===== src/rtl/fetch_stage.sv =====
`default_nettype none
// ============================================================================
// Module   : fetch_stage
// Purpose  : Instruction fetch with variable-latency imem handshake, in-order
//            response buffering and redirect with wrong-path response drop.
// Revision : 1.0
// ============================================================================
module fetch_stage #(
  parameter logic [31:0] RESET_PC = 32'hBFC0_0000,
  parameter int          DEPTH    = 2
) (
  input  logic        clk,
  input  logic        rst,
  output logic        imem_req,
  output logic [31:0] imem_addr,
  input  logic        imem_gnt,
  input  logic        imem_rvalid,
  input  logic [31:0] imem_rdata,
  input  logic        stall_d,
  input  logic        redirect,
  input  logic [31:0] redirect_pc,
  output logic [31:0] inst_f,
  output logic [31:0] pc_f,
  output logic        valid_f
);

  localparam int CW   = $clog2(DEPTH + 1);
  localparam int TW   = (DEPTH > 1) ? $clog2(DEPTH) : 1;
  localparam int SK   = (DEPTH > 1) ? DEPTH - 1 : 1;
  localparam int SW   = (SK > 1) ? $clog2(SK) : 1;
  localparam int SUMW = CW + 2;
  localparam logic [SUMW-1:0] c_depth = SUMW'(DEPTH);

  logic [31:0]   r_pc;
  logic [CW-1:0] r_out;
  logic [CW-1:0] r_drop;
  logic [31:0]   r_tag_mem [0:(1<<TW)-1];
  logic [TW-1:0] r_tag_wr;
  logic [TW-1:0] r_tag_rd;

  // Head entry lives in the output registers; the skid FIFO holds the rest.
  logic          r_valid_f;
  logic [31:0]   r_inst_f;
  logic [31:0]   r_pc_f;
  logic [31:0]   r_skid_pc   [0:(1<<SW)-1];
  logic [31:0]   r_skid_inst [0:(1<<SW)-1];
  logic [SW-1:0] r_skid_wr;
  logic [SW-1:0] r_skid_rd;
  logic [CW-1:0] r_skid_cnt;

  logic            w_grant;
  logic            w_drop_rsp;
  logic            w_accept;
  logic            w_pop;
  logic            w_head_free;
  logic            w_skid_nonempty;
  logic            w_skid_rd_en;
  logic            w_skid_wr_en;
  logic [31:0]     w_tag_head;
  logic [SUMW-1:0] w_count;
  logic [SUMW-1:0] w_inflight;
  logic            w_unused;

  function automatic logic [TW-1:0] tag_inc(input logic [TW-1:0] p);
    return (p == TW'(DEPTH - 1)) ? '0 : p + TW'(1);
  endfunction

  function automatic logic [SW-1:0] skid_inc(input logic [SW-1:0] p);
    return (p == SW'(SK - 1)) ? '0 : p + SW'(1);
  endfunction

  assign w_grant         = imem_req & imem_gnt;
  assign w_drop_rsp      = imem_rvalid & (r_drop != '0);
  assign w_accept        = imem_rvalid & (r_drop == '0) & ~redirect;
  assign w_pop           = r_valid_f & ~stall_d;
  assign w_head_free     = ~r_valid_f | ~stall_d;
  assign w_skid_nonempty = (r_skid_cnt != '0);
  assign w_skid_rd_en    = w_head_free & w_skid_nonempty;
  assign w_skid_wr_en    = w_accept & ~(w_head_free & ~w_skid_nonempty);
  assign w_tag_head      = r_tag_mem[r_tag_rd];

  assign w_count    = SUMW'(r_skid_cnt) + SUMW'(r_valid_f);
  assign w_inflight = SUMW'(r_out) + SUMW'(r_drop) + w_count - SUMW'(w_pop);

  assign imem_req  = ~rst & ~redirect & (w_inflight < c_depth);
  assign imem_addr = r_pc;
  assign inst_f    = r_inst_f;
  assign pc_f      = r_pc_f;
  assign valid_f   = r_valid_f;
  assign w_unused  = ^redirect_pc[1:0];

  always_ff @(posedge clk or posedge rst) begin
    if (rst) begin
      r_pc     <= RESET_PC;
      r_out    <= '0;
      r_drop   <= '0;
      r_tag_wr <= '0;
      r_tag_rd <= '0;
    end else if (redirect) begin
      // Everything still in flight becomes wrong-path, including this cycle's response.
      r_pc     <= {redirect_pc[31:2], 2'b00};
      r_out    <= '0;
      r_drop   <= r_drop + r_out - CW'(imem_rvalid);
      r_tag_wr <= '0;
      r_tag_rd <= '0;
    end else begin
      if (w_grant) begin
        r_pc     <= r_pc + 32'd4;
        r_tag_wr <= tag_inc(r_tag_wr);
      end
      if (w_accept) begin
        r_tag_rd <= tag_inc(r_tag_rd);
      end
      if (w_drop_rsp) begin
        r_drop <= r_drop - CW'(1);
      end
      r_out <= r_out + CW'(w_grant) - CW'(w_accept);
    end
  end

  always_ff @(posedge clk) begin
    if (w_grant) begin
      r_tag_mem[r_tag_wr] <= r_pc;
    end
    if (w_skid_wr_en) begin
      r_skid_pc[r_skid_wr]   <= w_tag_head;
      r_skid_inst[r_skid_wr] <= imem_rdata;
    end
  end

  always_ff @(posedge clk or posedge rst) begin
    if (rst) begin
      r_valid_f  <= 1'b0;
      r_inst_f   <= '0;
      r_pc_f     <= '0;
      r_skid_wr  <= '0;
      r_skid_rd  <= '0;
      r_skid_cnt <= '0;
    end else if (redirect) begin
      r_valid_f  <= 1'b0;
      r_skid_wr  <= '0;
      r_skid_rd  <= '0;
      r_skid_cnt <= '0;
    end else begin
      if (w_head_free) begin
        if (w_skid_nonempty) begin
          r_valid_f <= 1'b1;
          r_inst_f  <= r_skid_inst[r_skid_rd];
          r_pc_f    <= r_skid_pc[r_skid_rd];
        end else if (w_accept) begin
          r_valid_f <= 1'b1;
          r_inst_f  <= imem_rdata;
          r_pc_f    <= w_tag_head;
        end else begin
          r_valid_f <= 1'b0;
        end
      end
      if (w_skid_rd_en) begin
        r_skid_rd <= skid_inc(r_skid_rd);
      end
      if (w_skid_wr_en) begin
        r_skid_wr <= skid_inc(r_skid_wr);
      end
      r_skid_cnt <= r_skid_cnt + CW'(w_skid_wr_en) - CW'(w_skid_rd_en);
    end
  end

`ifndef SYNTHESIS
  a_no_orphan_rsp: assert property (@(posedge clk) disable iff (rst)
    !(imem_rvalid && (r_out == '0) && (r_drop == '0)));
`endif

endmodule
`default_nettype wire


===== config.mk =====
export PLATFORM = sky130hd
export DESIGN_NAME = fetch_stage
export DESIGN_NICKNAME = d
export VERILOG_FILES = /design/src/rtl/fetch_stage.sv
export SDC_FILE = /design/constraint.sdc
export NUM_CORES = 1
export LEC_CHECK = 0
export CAP_MARGIN = 20
export CORE_MARGIN = 2
export CORE_UTILIZATION = 48
export CTS_CLUSTER_SIZE = 20
export DETAILED_ROUTE_END_ITERATION = 10
export MAX_ROUTING_LAYER = met4
export PLACE_DENSITY = 0.77
export SLEW_MARGIN = 25
export SYNTH_ARGS = -nofsm -noshare
export SYNTH_HDL_FRONTEND = slang
export SYNTH_SLANG_ARGS = --single-unit

===== constraint.sdc =====
create_clock -name clk -period 4.4 [get_ports clk]
set_input_delay 0.88 -clock clk [delete_from_list [all_inputs] [get_ports clk]]
set_output_delay 0.88 -clock clk [all_outputs]
set_load 0.01 [all_outputs]

==> impl_metrics.yaml, run 1 <==
global_route:
  overflow: 0
  grt_pass1_wl_um: 33790
  antenna_found_initial: 0
  grt_pass1_vias: 6420
  grt_start_max_net_pins: 77
  track_usage: 0.2031
route:
  totalWireLength_um: 21070
  routed_via_density: 5.390
  antenna_left: 0
  first_pass_iters: 5
  first_iter_violations: 327
  vias: 6463
  drc: 0
  wire_per_inst_um: 17.58
power_and_ir_drop:
  leakagePower_uw: 0.005003
  p_per_area_nw_per_um2: 611.4
  ir_worst_vdd_mv: 0.4169
worst_setup_path:
  crit_required_ns: 3.52
  crit_type: "in -> out"
  end_kind: "output port"
  cp.arrival_ns: 3.44
  cp-start-kind: "input port"
  timing.rr.end: "imem_addr[10]"
  r2r-start: "valid_f"
  ff2ff_path_depth: 11
  ff2ff_setup_slack_ns: 0.50
  cp_max_fo: 2
sta:
  setup_viol: 0
  hold_slack_ns: 0.4755
  post-route-period-util: 0.9820
  slew_viol_final: 0
  clock_skew_ns: 0.008986
  grt_setup_unrepaired: "true"
  tightestPinTransition_ns: 0.9582
  maxSlewHeadroom: 0.3597
  finalCriticalPeriod_ns: 4.321
  hold_viol_final: 0
  timing.fmax_ghz: 0.2314
hold_path:
  hp-start: "pc_f[18]"
  hold_path_class: "reg -> reg"
  holdPathStages: 2
  min_to: "pc_f[18]"
placement:
  io_buffers: 161
  globalplace.congestion: 0.8749
  place_area_um2: 11650
  dp_hpwl_um: 14180
floorplanning:
  die_area_um2: 21070
  start_util: 0.4897
  floorplan.core_area_um2: 19530
  die_w_um: 145.1
  core.rowCount: 51
  die_h_um: 145.1
  io-pin-count: 168
clock_network:
  cts_root_buf: "clkbuf_16"
  hold_buffers: 0
  cts_tree: "done"
  clockBufferDepth: 3
  cts_setup_buffers: 0
  htreeDepth: 1
  numCtsBuffers: 24
  clkLatencyLatePin_ns: 0.51
  path_clk_slew_ns: 0.05
  clock-sinks: 223
run:
  cap_violations: 0
layout:
  diodes: 0
  num-fill-cells: 1495
  drive_gt1_frac: 0.1403
  utilization: 0.6394
  final_net_count: 1002
  fin_area_um2: 12490
  areaGrowthSynthToFinish_pct: 30.56
logic_synthesis:
  synth_flop_cell: "edfxtp_1"
  synthCells: 735
  synth-edff-count: 122
  avgSynthCellArea_um2: 13.01
  yosysWarnings: 0
  async_flop_share: 0.4529
  ys_types: 51
  synth.ff_latch_count: 223
  yosysSeqAreaShare: 0.6486
  syn_area_um2: 9563
outcome:
  status: "finished clean"
## per-stage QoR
step,TNS (ns),cells,power [µW],worst slack (ns)
floorplan,0,738,4405,0.001156
global placement,-19.41,1156,5561,-0.3312
detailed placement,-23.25,1156,5641,-0.4014
CTS,0,1199,7661,0.04604
global route,-0.03664,1199,8068,-0.02453
finish,0,1199,7634,0.07904
## worst max-delay path: stages
cell and delay (ns):
clkdlybuf4s50_1 0.42, nor2b_1 0.13, ha_1 0.16, inv_1 0.05
fa_1 0.49, ha_1 0.33, and4b_1 0.21, or3_4 0.40
a211oi_2 0.20, buf_2 0.17
## power by group
group          internal, µW  switching [µW]
Combinational          1350            1340
Clock                  1230             769
Sequential             2680             271
Total                  5260            2380
## worst max path at each step
| stage | slack (ns) | cells past startpoint | endpoint | from |
|---|---|---|---|---|
| 6_report | 0.08 | 10 | imem_req | stall_d |
| 5_1_grt | -0.02 | 15 | r_out[1] | stall_d |
| 4_1_cts | 0.05 | 10 | imem_req | stall_d |
| 3_5_place_dp | -0.40 | 15 | r_out[1] | stall_d |
| 3_3_place_gp | -0.33 | 15 | r_out[1] | stall_d |
| 2_1_floorplan | 0.001 | 10 | r_tag_mem[0][10] | stall_d |
## cells in the final DEF (no fill, tap or decap), types with 14 or more instances in the layout
master / synthesis / final
mux2_2: 33 / 33
edfxtp_1: 122 / 122
xnor2_1: 20 / 20
dfrtp_1: 92 / 92
nand3_1: 14 / 14
buf_4: 4 / 28
a21oi_1: 14 / 14
clkdlybuf4s50_1: 0 / 159
inv_1: 21 / 19
clkbuf_16: 0 / 25
nand2_1: 102 / 100
mux2i_1: 63 / 63
o21ai_0: 78 / 77
nor2_1: 16 / 14
## timing repair
item / CTS / global route
gates resized for setup: 5 / 9
gates cloned: 0 / 0
setup endpoints to repair: 1 / 33
pin swaps: 1 / 3
## synth_stat cells, types with 10 or more instances
| cell | number | share of area |
|---|---|---|
| clkbuf_1 | 29 | 0.011 |
| a21oi_1 | 14 | 0.0073 |
| nand4_1 | 10 | 0.0065 |
| edfxtp_1 | 122 | 0.38 |
| dfrtp_1 | 92 | 0.24 |
| mux2_2 | 33 | 0.039 |
| mux2i_1 | 63 | 0.066 |
| nor2_1 | 16 | 0.0063 |
| xnor2_1 | 20 | 0.018 |
| nand3_1 | 14 | 0.0073 |
| inv_1 | 21 | 0.0082 |
| nand2_1 | 102 | 0.040 |
| ha_1 | 12 | 0.016 |
| o21ai_0 | 78 | 0.041 |
## cell families (layout without fill, tap and decap cells)
| logic type | Yosys count | after routing | share of synthesized area |
|---|---|---|---|
| other cells | 1 | 4 | 0.0003921 |
| simple gates | 188 | 188 | 0.09486 |
| mux | 96 | 96 | 0.1048 |
| xor+xnor | 26 | 26 | 0.02381 |
| fa+ha+maj | 15 | 15 | 0.02198 |
| flops | 223 | 223 | 0.6486 |
| compound gates | 125 | 125 | 0.08007 |
| buf+inv | 61 | 257 | 0.02551 |
## sequential cells by signal (all words and copies together) (netlist names), 2 cells and up
signal,flops
imem_addr,30
inst_f,32
pc_f,30
r_drop,2
r_out,2
r_skid_cnt,2
r_skid_inst,32
r_skid_pc,30
r_tag_mem,60
## cell type report
| type | instances | area (µm²) | area share |
|---|---|---|---|
| inverter | 22 | 87.58 | 0.007015 |
| clock buffer | 33 | 665.6 | 0.05331 |
| tap | 265 | 331.6 | 0.02656 |
| timing repair buffer | 192 | 1872 | 0.1499 |
| sequential | 223 | 6202 | 0.4967 |
| clock inverter | 10 | 123.9 | 0.009921 |
| multi-input combinational | 454 | 3203 | 0.2565 |
## per-layer routing
metal,global-route usage,share of wire,vias up
met5,-,0,-
met4,0.06520,0.028,0
met3,0.02987,0.055,49
met2,0.3171,0.46,239
met1,0.2779,0.45,3136
li1,-,-,3039
(Power assumes the default switching activity.)
==> run 2: changes to the inputs <==
SLEW_MARGIN = 20   (was 25)
==> results of run 2 <==
The final DEF is identical to that of run 1; final timing and power are the same.
